===== config.mk =====
export PLATFORM = sky130hd
export DESIGN_NAME = audio_stream_player
export DESIGN_NICKNAME = d
export VERILOG_FILES = /design/src/rtl/audio_pkg.sv /design/src/rtl/audio_stream_player_pwm_dac.sv /design/src/rtl/audio_stream_player.sv
export SDC_FILE = /design/constraint.sdc
export NUM_CORES = 1
export LEC_CHECK = 0
export ABC_AREA = 1
export CORE_ASPECT_RATIO = 0.7
export CORE_MARGIN = 2
export CORE_UTILIZATION = 25
export CTS_BUF_LIST = sky130_fd_sc_hd__clkbuf_8
export DETAILED_ROUTE_END_ITERATION = 8
export PLACE_DENSITY = 0.44
export SETUP_SLACK_MARGIN = 0.4
export SLEW_MARGIN = 20
export SYNTH_ARGS = -nofsm -noshare
export SYNTH_HDL_FRONTEND = slang
export SYNTH_HIERARCHICAL = 1
export SYNTH_SLANG_ARGS = --single-unit
export TNS_END_PERCENT = 30

===== constraint.sdc =====
create_clock -name clk -period 3.76 [get_ports clk]
set_input_delay 0.94 -clock clk [delete_from_list [all_inputs] [get_ports clk]]
set_output_delay 0.94 -clock clk [all_outputs]
set_load 0.01 [all_outputs]

===== src/rtl/audio_pkg.sv =====
// Shared types and helpers for the sample-playback engine: FSM states, sample-rate
// divider derivation and the signed-sample to offset-binary PWM level mapping.
package audio_pkg;

    typedef enum logic {
        IDLE = 1'b0,
        PLAY = 1'b1
    } state_t;

    function automatic int divider_of(input int clock_rate, input int sample_rate);
        return clock_rate / sample_rate;
    endfunction

    // Attenuate, bias into offset binary, keep the top pwm_bits.
    // Adding half-scale is equivalent to inverting the MSB of the scaled sample.
    function automatic logic [31:0] to_offset_level(input logic signed [31:0] sample,
                                                    input logic [1:0]         shift,
                                                    input int                 sample_w,
                                                    input int                 pwm_bits);
        logic signed [31:0] scaled;
        logic [31:0]        offset;
        scaled = sample >>> shift;
        offset = 32'(scaled) + (32'd1 << (sample_w - 1));
        return offset >> (sample_w - pwm_bits);
    endfunction

endpackage


===== src/rtl/audio_stream_player_pwm_dac.sv =====
// PWM DAC: free-running counter with a double-buffered threshold and registered output.
// New thresholds take effect only at period end, so a period never changes mid-way.
module pwm_dac #(
    parameter int PWM_BITS = 4
) (
    input  logic                clk,
    input  logic                rst_n,
    input  logic                enable,
    input  logic                run,
    input  logic                pend_vld,
    input  logic [PWM_BITS-1:0] pend_level,
    output logic [PWM_BITS-1:0] level,
    output logic                audio_out
);

    logic [PWM_BITS-1:0] cnt;
    logic [PWM_BITS-1:0] pending;

    always_ff @(posedge clk or negedge rst_n) begin
        if (!rst_n) begin
            cnt       <= '0;
            pending   <= '0;
            level     <= '0;
            audio_out <= 1'b0;
        end else begin
            // Memory keeps answering while frozen, so captures are never gated.
            if (pend_vld)
                pending <= pend_level;
            if (!enable) begin
                audio_out <= 1'b0;
            end else if (run) begin
                cnt       <= cnt + 1'b1;
                audio_out <= (cnt < level);
                if (&cnt)
                    level <= pending;
            end else begin
                cnt       <= '0;
                audio_out <= 1'b0;
            end
        end
    end

endmodule


===== src/rtl/audio_stream_player.sv =====
// Streams signed PCM from a synchronous sample memory over a programmable window at a
// fixed sample rate, into a PWM DAC; sample capture lands MEM_LATENCY+1 cycles after a read issue.
module audio_stream_player
    import audio_pkg::*;
#(
    parameter int CLOCK_RATE  = 3_125_000,
    parameter int SAMPLE_RATE = 16_000,
    parameter int ADDR_W      = 14,
    parameter int SAMPLE_W    = 16,
    parameter int PWM_BITS    = 4,
    parameter int MEM_LATENCY = 1
) (
    input  logic                clk,
    input  logic                rst_n,
    input  logic                enable,
    input  logic                start,
    input  logic                stop,
    input  logic                loop_mode,
    input  logic [ADDR_W-1:0]   start_addr,
    input  logic [ADDR_W-1:0]   end_addr,
    input  logic [1:0]          vol_shift,
    output logic [ADDR_W-1:0]   mem_addr,
    output logic                mem_rd_en,
    input  logic [SAMPLE_W-1:0] mem_data,
    output logic [ADDR_W-1:0]   current_addr,
    output logic                busy,
    output logic                done,
    output logic                audio_out,
    output logic [PWM_BITS-1:0] level
);

    localparam int DIVIDER = divider_of(CLOCK_RATE, SAMPLE_RATE);
    localparam int DIV_W   = (DIVIDER > 1) ? $clog2(DIVIDER) : 1;

    state_t              state, state_nx;
    logic [ADDR_W-1:0]   start_lat, end_lat;
    logic                loop_lat;
    logic [DIV_W-1:0]    div_cnt;
    logic [MEM_LATENCY-1:0] rd_pipe;
    logic                tick, at_end, do_start, do_finish, issue_rd;
    logic signed [31:0]  sample_sx;
    logic [PWM_BITS-1:0] pend_level;

    assign tick   = (div_cnt == DIV_W'(DIVIDER - 1));
    assign at_end = (current_addr == end_lat);

    always_comb begin
        state_nx  = state;
        do_start  = 1'b0;
        do_finish = 1'b0;
        issue_rd  = 1'b0;
        if (enable) begin
            unique case (state)
                IDLE: if (start && !stop) begin
                    state_nx = PLAY;
                    do_start = 1'b1;
                    issue_rd = 1'b1;
                end
                PLAY: if (stop) begin
                    state_nx = IDLE;
                end else if (tick) begin
                    if (at_end && !loop_lat) begin
                        state_nx  = IDLE;
                        do_finish = 1'b1;
                    end else begin
                        issue_rd = 1'b1;
                    end
                end
                default: state_nx = IDLE;
            endcase
        end
    end

    always_ff @(posedge clk or negedge rst_n) begin
        if (!rst_n) begin
            state        <= IDLE;
            current_addr <= '0;
            start_lat    <= '0;
            end_lat      <= '0;
            loop_lat     <= 1'b0;
            div_cnt      <= '0;
            mem_rd_en    <= 1'b0;
            done         <= 1'b0;
            rd_pipe      <= '0;
        end else begin
            state     <= state_nx;
            // Strobes self-clear even while frozen so a read is never repeated.
            mem_rd_en <= issue_rd;
            done      <= do_finish;
            rd_pipe[0] <= mem_rd_en;
            for (int i = 1; i < MEM_LATENCY; i++)
                rd_pipe[i] <= rd_pipe[i-1];
            if (do_start) begin
                start_lat    <= start_addr;
                end_lat      <= end_addr;
                loop_lat     <= loop_mode;
                current_addr <= start_addr;
                div_cnt      <= '0;
            end else if (enable && state == PLAY && !stop) begin
                if (tick) begin
                    div_cnt <= '0;
                    if (!at_end)
                        current_addr <= current_addr + 1'b1;
                    else if (loop_lat)
                        current_addr <= start_lat;
                end else begin
                    div_cnt <= div_cnt + 1'b1;
                end
            end
        end
    end

    assign sample_sx  = {{(32 - SAMPLE_W){mem_data[SAMPLE_W-1]}}, mem_data};
    assign pend_level = PWM_BITS'(to_offset_level(sample_sx, vol_shift, SAMPLE_W, PWM_BITS));
    assign mem_addr   = current_addr;
    assign busy       = (state == PLAY);

    pwm_dac #(.PWM_BITS(PWM_BITS)) u_pwm_dac (
        .clk        (clk),
        .rst_n      (rst_n),
        .enable     (enable),
        .run        (state == PLAY),
        .pend_vld   (rd_pipe[MEM_LATENCY-1]),
        .pend_level (pend_level),
        .level      (level),
        .audio_out  (audio_out)
    );

endmodule


==> results of run 1 <==
[final timing paths]
kind / startpoint / end / cells past startpoint
worst max-delay path: enable / current_addr[5] / 10
worst min-delay path: mem_rd_en / rd_pipe / 0
worst max register to register: current_addr[3] / current_addr[11] / 11
worst min register to register: mem_rd_en / rd_pipe / 0
max in group asynchronous: rst_n / u_pwm_dac/audio_out / 2
min in group asynchronous: rst_n / div_cnt[6] / 2
[layout by cell type (no fill, tap or decap), drive strengths merged, types with 5 or more instances in the layout]
master and n:
a21oi 9, buf 5, clkbuf 10, clkdlybuf4s50 74
dfrtp 68, ha 7, inv 76, nand2 180
nand3 54, nand4 9, nor2 32, o21ai 49
xor2 6
[power by group]
group	switching [mW]	internal [mW]
clock network	0.296	0.250
registers	0.175	0.893
logic	0.445	0.408
total	0.916	1.55
[sequential cells by signal (all words and copies together) (netlist names), 4 cells and up]
signal / flops
u_pwm_dac/cnt: 4
div_cnt: 8
u_pwm_dac/pending: 4
end_lat: 14
current_addr: 14
start_lat: 14
u_pwm_dac/level: 4
[logic make-up (layout without fill, tap and decap cells)]
family                     after synthesis  count (layout)
AOI/OAI and AO/OA                       66              66
xor gates and xnor gates                 8               8
adders and majority gates                7               7
buffers and inverters                  103             169
DFF                                     68              68
and+or+nand+nor                        278             278
[final cells by class]
cell class,count,area [um^2],share of cell area [%]
clock inverters,6,32.53,0.6581
repair buffers,79,788.3,15.95
flip-flops and latches,68,1702,34.42
clock buffers,10,137.6,2.784
well taps,200,250.2,5.062
inverters,74,277.8,5.619
multi-input cells,359,1755,35.51
[worst max-delay path, stage by stage]
cell and delay, ns:
clkdlybuf4s50_1 0.53, inv_1 0.07, nor2_1 0.15, inv_1 0.06
nor2_1 0.14, inv_1 0.14, nor2_1 0.26, nand2_4 0.20
nand2_4 0.22, o21ai_0 0.10
[metrics by stage]
step	util (%)	instance area (um^2)	total power, mW	cells	worst slack [ns]
after global placement	30.99	4773	1.942	780	0.8388
after CTS	32.09	4943	2.517	796	1.198
after detailed placement	30.99	4773	1.950	780	0.7976
after global routing	32.09	4943	2.686	796	1.005
after floorplan	-	3924	1.620	530	1.709
final	32.09	4943	2.467	796	1.180
[routing by layer]
metal	wire length [um]	global-route usage [%]
met1	5169	17.26
met2	4340	19.68
met3	419	3.180
met4	131	4.325
met5	0	0
==> results by group, run 1 <==
Power and ir drop
  • Peak VDD IR: 0.1581 mV
  • Power per cell area: 499.0 mW/mm^2
  • LEAKAGE: 2.424 nW

Yosys
  • Synth Area in Compound Gates: 9.247%
  • Asr flop ratio synth: 100.0%
  • Yosys top cell area share: 43.37%
  • Yosys top cell by area: dfrtp_1
  • Post-synthesis sequential area ratio: 43.37%
  • Top post-synthesis cells by count: nand2_1 (173), dfrtp_1 (68), inv_1 (68), nand3_1 (53), o21ai_0 (43)
  • Ys Warns: 6
  • Adder-Cell Fraction of Synth Area: 2.232%
  • Cell area after synthesis: 0.003924 mm^2
  • Main combinational cell family by area after synthesis: simple AND/OR/NAND/NOR gates
  • Mux cell area share after synthesis: 0%
  • Simple-Gate Fraction of Synth Area: 31.47%
  • XOR/XNOR share of the synthesized area: 1.786%
  • Mean Syn Cell Area: 7.403 um^2
  • Post-synth EDFFs: 0
  • Primary FF master, synth: dfrtp_1
  • Post-synthesis register bit count: 68
  • Post-Synthesis Net Count: 589
  • Most common cell in the netlist: nand2_1
  • Top post-synthesis cells by area: dfrtp_1 (43%), nand2_1 (17%), nand3_1 (6.8%)
  • Netlist cell types: 32
  • Synth Instances: 530

GRT
  • Initial antenna violation count: 0
  • GRT Util Overall: 12.66%
  • Pin count of the biggest net entering global routing: 69
  • Vias in the first global route: 3,428
  • First-pass GRT wire length: 16,830 um
  • GR Overflow Total: 0

Layout
  • Final #Nets: 650
  • Area Growth Syn to Fin: 25.99%
  • Fillers: 1,662
  • Inserted Diodes: 0
  • Share of cells above drive strength 1: 7.215%

STA
  • Post-route minimum period: 2.580 ns
  • Setup TNS: 0 ns
  • Final hold vios: 0
  • Worst Skew: 0.01321 ns
  • Final Slew Violations: 0
  • Final setup viols: 0
  • Fmax: 387.6 MHz
  • Slew @ Worst Pin: 0.9178 ns
  • Slew margin rel.: 38.81%
  • WHS: 0.4134 ns
  • Period Utilization, post-route: 68.61%
  • RSZ-0062 raised after global routing: no

Placement
  • Final Wtd Congestion: 0.8132
  • Detailed placement HPWL: 7117 um
  • IO buf count: 75

Floorplanning
  • Std-Cell Rows: 38
  • Chip height: 108.8 um
  • Io pins: 88
  • Die footprint: 0.01673 mm^2
  • Initial Utilization: 25.47%
  • Core area: 0.01540 mm^2
  • Die W: 153.7 um

CTS
  • Clock Path Buffers: 2
  • PostCTS Resize Cnt: 0
  • CTS Buf Count: 9
  • CTS Sinks: 68
  • Post-CTS Setup Inserts: 0
  • CTS tree: done
  • Post-CTS Hold Buffers: 0
  • CTS clk-pin slew, worst paths: 0.08 ns
  • Skew-Pair Late Insertion Delay: 0.36 ns
  • Root Buffer: clkbuf_8
  • H-tree depth: 3

Hold path
  • Hold crit path type: register to register

Drt
  • Routed WL per cell: 12.64 um
  • DRC viols: 0
  • Drt pass-1 iters: 5
  • DRC violation total after the first TritonRoute iteration: 173
  • Remaining antenna violation count: 0
  • DR vias/cell: 4.405
  • Via count: 3,506
  • Total Wirelength: 10,060 um

Worst setup path
  • CP Data Required Time: 4.01 ns
  • Reg2reg setup slack: 1.66 ns
  • CP max FO: 15
  • Crit start category: primary input
  • CP arrival: 2.83 ns
  • CP Class: primary input to register
  • Crit. End Element: register

Run status
  • Outcome: complete, no violations

Job
  • MaxCap Viol Count: 0
Power figures use the tool's default switching activity.
==> run 2, diff against run 1 <==
==> constraint.sdc (replaced) <==
create_clock -name clk -period 2.4 [get_ports clk]
set_input_delay 0.6 -clock clk [delete_from_list [all_inputs] [get_ports clk]]
set_output_delay 0.6 -clock clk [all_outputs]
set_load 0.01 [all_outputs]
==> run 2 against run 1 <==
  * Setup slack worse by 0.80 ns
  * Combinational power increased by 75%
  * Utilization grew 1.6 points
  * Highest routed layer unchanged
==> results by group, run 2 (synthesis results as in run 1) <==
Run status
  • Outcome: complete, no violations

Drt
  • DRC violation total after the first TritonRoute iteration: 228
  • Remaining antenna violation count: 0
  • Drt pass-1 iters: 4
  • DR vias/cell: 4.469
  • DRC viols: 0
  • Routed WL per cell: 12.95 um
  • Total Wirelength: 10,590 um
  • Via count: 3,656

STA
  • RSZ-0062 raised after global routing: yes
  • Setup TNS: 0 ns
  • Slew margin rel.: 56.74%
  • Period Utilization, post-route: 84.10%
  • WHS: 0.2697 ns
  • Worst Skew: 0.01280 ns
  • Final hold vios: 0
  • Slew @ Worst Pin: 0.6489 ns
  • Post-route minimum period: 2.018 ns
  • Final setup viols: 0
  • Fmax: 495.5 MHz
  • Final Slew Violations: 0

CTS
  • CTS tree: done
  • CTS clk-pin slew, worst paths: 0.08 ns
  • CTS Buf Count: 9
  • CTS Sinks: 68
  • Skew-Pair Late Insertion Delay: 0.36 ns
  • H-tree depth: 3
  • Root Buffer: clkbuf_8
  • Post-CTS Hold Buffers: 0
  • Clock Path Buffers: 2

Worst setup path
  • Crit-path cells: buf_4, clkdlybuf4s50_1
  • Worst path slowest cell: clkdlybuf4s50_1
  • Crit. End Element: output port
  • CP max FO: 7
  • CP Class: register to output port
  • CP max stage delay: 0.54 ns
  • Worst R2R End: current_addr[5]
  • Delay-heaviest family, CP: buffers and inverters
  • CP arrival: 1.42 ns
  • Reg2reg setup slack: 0.56 ns
  • CP Data Required Time: 1.80 ns
  • Worst Reg-to-Reg Cells: 10
  • Crit start category: register
  • Critical path buffer and inverter count: 2
  • Worst reg2reg path startpoint: current_addr[0]

Layout
  • FF/Latch Area: 0.001714 mm^2
  • Commonest non-fill, non-tap cell in the layout: nand2_1
  • Largest registers: current_addr (14), end_lat (14), start_lat (14)
  • Multi-input logic area: 0.001775 mm^2
  • Inserted Diodes: 0
  • Highest-count cells in the layout ignoring fill and taps: nand2_1 (172), clkdlybuf4s50_1 (74), inv_1 (68), dfrtp_1 (58), nand3_1 (53)
  • Fillers: 1,657
  • Area Growth Syn to Fin: 32.46%
  • Core Util, Final: 33.74%
  • Share of cells above drive strength 1: 13.11%
  • Final #Nets: 672

GRT
  • Vias in the first global route: 3,566
  • Pin count of the biggest net entering global routing: 35
  • Initial antenna violation count: 0
  • GR Overflow Total: 0
  • First-pass GRT wire length: 17,720 um
  • GRT Util Overall: 13.37%

Floorplanning
  • Io pins: 88
  • Std-Cell Rows: 38
  • Initial Utilization: 25.47%
  • Die W: 153.7 um
  • Core area: 0.01540 mm^2
  • Chip height: 108.8 um
  • Die footprint: 0.01673 mm^2

Hold path
  • Hold crit path type: primary input to asynchronous set/reset pin

Power and ir drop
  • LEAKAGE: 2.565 nW
  • Peak VDD IR: 0.3324 mV
  • Power per cell area: 796.9 mW/mm^2

Placement
  • Final Wtd Congestion: 0.7611
  • Detailed placement HPWL: 7671 um
  • IO buf count: 75

Job
  • MaxCap Viol Count: 0
-- run 2: timing repair --
action                                  CTS  global route
pin swaps                                 0             2
endpoints found under the setup margin   29            41
gates resized for setup                   5            11
buffers inserted                          6             4
-- run 2: per-stage QoR --
step / instance area (um^2) / worst slack (ns) / std cells / power (mW)
6_report: 5197 / 0.3817 / 818 / 4.142
5_1_grt: 5197 / 0.3095 / 818 / 4.469
4_1_cts: 5141 / 0.3216 / 814 / 4.169
3_5_place_dp: 4888 / 0.06908 / 792 / 3.093
3_3_place_gp: 4888 / 0.08937 / 792 / 3.072
2_1_floorplan: 3924 / 0.6887 / 530 / 2.537
-- run 2: worst max-delay path by stage --
stage	from	to	slack, ns	cells past startpoint
floorplan	enable	current_addr[10]	0.69	10
global placement	enable	current_addr[10]	0.09	11
detailed placement	enable	current_addr[5]	0.07	11
CTS	current_addr[11]	mem_addr[11]	0.32	1
global route	current_addr[10]	mem_addr[10]	0.31	2
finish	current_addr[10]	mem_addr[10]	0.38	2
-- run 2: final cells by class --
cell class              count  area share [%]
inverters                  74           5.344
clock inverters             5          0.9629
clock buffers              11           2.913
repair buffers            101           18.83
multi-input cells         359           34.16
well taps                 200           4.815
flip-flops and latches     68           32.98
-- run 2: metal layers --
| metal | GRT usage (%) | share of wire (%) | vias to the layer above |
|---|---|---|---|
| met1 | 18.16 | 50 | 1756 |
| met3 | 3.100 | 4.0 | 9 |
| met2 | 21.43 | 45 | 67 |
| met4 | 3.866 | 1.3 | 0 |
| li1 | - | - | 1824 |
| met5 | 0 | 0 | - |
-- run 2: power breakdown --
part | switching, mW | internal (mW)
clock | 0.466 | 0.530
combinational | 0.770 | 0.719
sequential | 0.247 | 1.41
-- run 2: worst register-to-register path: stages (launching register included) --
cell and delay, ns:
dfrtp_2 0.47, nand2_1 0.09, nand2_1 0.05, nor2_1 0.18
nand2_2 0.12, nor2_8 0.20, nand3b_4 0.13, nand2_4 0.12
nand2_4 0.15, nand2_1 0.10, o21ai_0 0.10
==> run 3, diff against run 2 <==
--- a/config.mk
+++ b/config.mk
@@ -11,7 +11,7 @@
 export CORE_UTILIZATION = 25
 export CTS_BUF_LIST = sky130_fd_sc_hd__clkbuf_8
 export DETAILED_ROUTE_END_ITERATION = 8
-export PLACE_DENSITY = 0.44
+export PLACE_DENSITY = 0.46
 export SETUP_SLACK_MARGIN = 0.4
 export SLEW_MARGIN = 20
 export SYNTH_ARGS = -nofsm -noshare
==> constraint.sdc (replaced) <==
create_clock -name clk -period 1.8 [get_ports clk]
set_input_delay 0.45 -clock clk [delete_from_list [all_inputs] [get_ports clk]]
set_output_delay 0.45 -clock clk [all_outputs]
set_load 0.01 [all_outputs]
==> run 3 against run 2 <==
  * Final area up 15%
  * Setup slack lost 0.29 ns
  * Flip-flop and latch count unchanged
  * Routed wire length grew 8.2%
  * Sequential power grew 30%
  * Combinational power up 89%
  * Critical endpoint is now current_addr[10]
  * Largest power group is now combinational logic
==> results by group, run 3 (synthesis results as in run 1) <==
Run status
  • Outcome: complete, no violations

Layout
  • Area Growth Syn to Fin: 52.42%
  • Final #Nets: 723
  • Highest-count cells in the layout ignoring fill and taps: nand2_1 (151), inv_1 (65), dfrtp_1 (59), nand3_1 (47), buf_6 (47)
  • Fillers: 1,650
  • Largest registers: current_addr (14), end_lat (14), start_lat (14)
  • Share of cells above drive strength 1: 31.99%
  • Commonest non-fill, non-tap cell in the layout: nand2_1
  • Core Util, Final: 38.82%
  • Inserted Diodes: 0

STA
  • Worst Skew: 0.005868 ns
  • Slew margin rel.: 56.64%
  • Fmax: 586.6 MHz
  • Final Slew Violations: 0
  • RSZ-0062 raised after global routing: yes
  • Final setup viols: 0
  • Setup TNS: 0 ns
  • Final hold vios: 0
  • Period Utilization, post-route: 94.70%
  • Post-route minimum period: 1.705 ns
  • Slew @ Worst Pin: 0.6504 ns

CTS
  • Clock Path Buffers: 2
  • CTS Buf Count: 9
  • Skew-Pair Late Insertion Delay: 0.35 ns
  • CTS Sinks: 68
  • CTS tree: done
  • Post-CTS Hold Buffers: 0
  • H-tree depth: 3
  • CTS clk-pin slew, worst paths: 0.07 ns
  • Root Buffer: clkbuf_8

Worst setup path
  • Worst Reg-to-Reg Cells: 12
  • CP max stage delay: 0.41 ns
  • CP arrival: 1.99 ns
  • CP max FO: 8
  • Crit-path cells: buf_4, inv_2, nand2_1, nand2_1, nor2_2, nand2_4, nor2_8, nand3b_4, nand2_8, buf_4, nand3_1, nand2_1
  • CP Class: register to register
  • Reg2reg setup slack: 0.1 ns
  • Crit start category: register
  • Worst reg2reg path startpoint: current_addr[2]
  • Worst R2R End: current_addr[10]
  • Crit. End Element: register
  • CP Data Required Time: 2.09 ns
  • Delay-heaviest family, CP: simple AND/OR/NAND/NOR gates
  • Critical path buffer and inverter count: 3
  • Worst path slowest cell: dfrtp_2
  • Worst path most repeated cell: nand2_1

Drt
  • Total Wirelength: 11,460 um
  • Routed WL per cell: 13.19 um
  • DRC viols: 0
  • Remaining antenna violation count: 0
  • DRC violation total after the first TritonRoute iteration: 215
  • Via count: 3,787
  • DR vias/cell: 4.358
  • Drt pass-1 iters: 4

Floorplanning
  • Die W: 153.7 um
  • Core area: 0.01540 mm^2
  • Io pins: 88
  • Std-Cell Rows: 38
  • Die footprint: 0.01673 mm^2
  • Initial Utilization: 25.47%
  • Chip height: 108.8 um

GRT
  • First-pass GRT wire length: 18,660 um
  • GR Overflow Total: 0
  • Pin count of the biggest net entering global routing: 24
  • Vias in the first global route: 3,718
  • Initial antenna violation count: 0
  • GRT Util Overall: 14.11%

Job
  • MaxCap Viol Count: 0

Power and ir drop
  • Power per cell area: 1013 mW/mm^2
  • LEAKAGE: 3.068 nW
  • Peak VDD IR: 0.4194 mV

Hold path
  • Hold crit path type: primary input to asynchronous set/reset pin

Placement
  • Detailed placement HPWL: 8285 um
  • Final Wtd Congestion: 0.8318
  • IO buf count: 75
==> run 3: changes by cell type in the layout (fill, tap and decap cells not counted), sizes merged <==
cell           change
buf               +76
bufinv             -1
clkbuf             +4
clkdlybuf4s50     -38
clkinv             -2
dlygate4sd2        +3
dlymetal6s2s       +3
inv                +4
nand2              +2
==> run 3: stage by stage <==
step	cells	instance area, um^2	hold slack [ns]	setup WS, ns	power, mW
floorplan	530	3934	0.1544	0.2154	3.396
global placement	823	5162	0.4242	-0.4174	4.401
detailed placement	823	5162	0.4336	-0.4496	4.420
CTS	865	5692	0.1323	0.1035	5.885
global route	869	5981	0.1380	-0.02851	6.524
finish	869	5981	0.1279	0.09536	6.056
==> run 3: layout make-up <==
class,instances,area [um^2],share of cell area (%)
timing repair buffer,150,1496,25.02
tap,200,250.2,4.184
inverter,74,282.8,4.728
clock buffer,10,137.6,2.301
multi-input combinational,361,2076,34.71
clock inverter,6,25.02,0.4184
sequential,68,1713,28.64
==> run 3: worst max path at each step <==
stage | start | to | slack, ns | cells past startpoint
2_1_floorplan | current_addr[7] | current_addr[3] | 0.22 | 13
3_3_place_gp | enable | current_addr[5] | -0.42 | 10
3_5_place_dp | enable | current_addr[11] | -0.45 | 11
4_1_cts | current_addr[4] | current_addr[8] | 0.10 | 12
5_1_grt | current_addr[2] | current_addr[8] | -0.03 | 12
6_report | current_addr[2] | current_addr[10] | 0.1 | 12
==> run 3: power breakdown <==
group / internal, mW / total, mW / switching (mW)
combinational: 1.43 / 2.81 / 1.38
sequential: 1.88 / 2.16 / 0.282
clock: 0.513 / 1.08 / 0.567
total: 3.83 / 6.06 / 2.23
==> run 3: metal layers <==
metal / GRT usage, % / up-vias / routed length (um)
met3: 3.060 / 2 / 345
met2: 22.29 / 57 / 5262
li1: - / 1926 / -
met1: 19.63 / 1802 / 5802
met5: 0 / - / 0
met4: 3.866 / 0 / 54
==> run 3: what timing repair did <==
item / in CTS / in global routing
endpoints found under the setup margin: 90 / 90
setup buffers: 24 / 4
resized for setup: 162 / 114
pin swaps: 11 / 28
cloned: 2 / 0
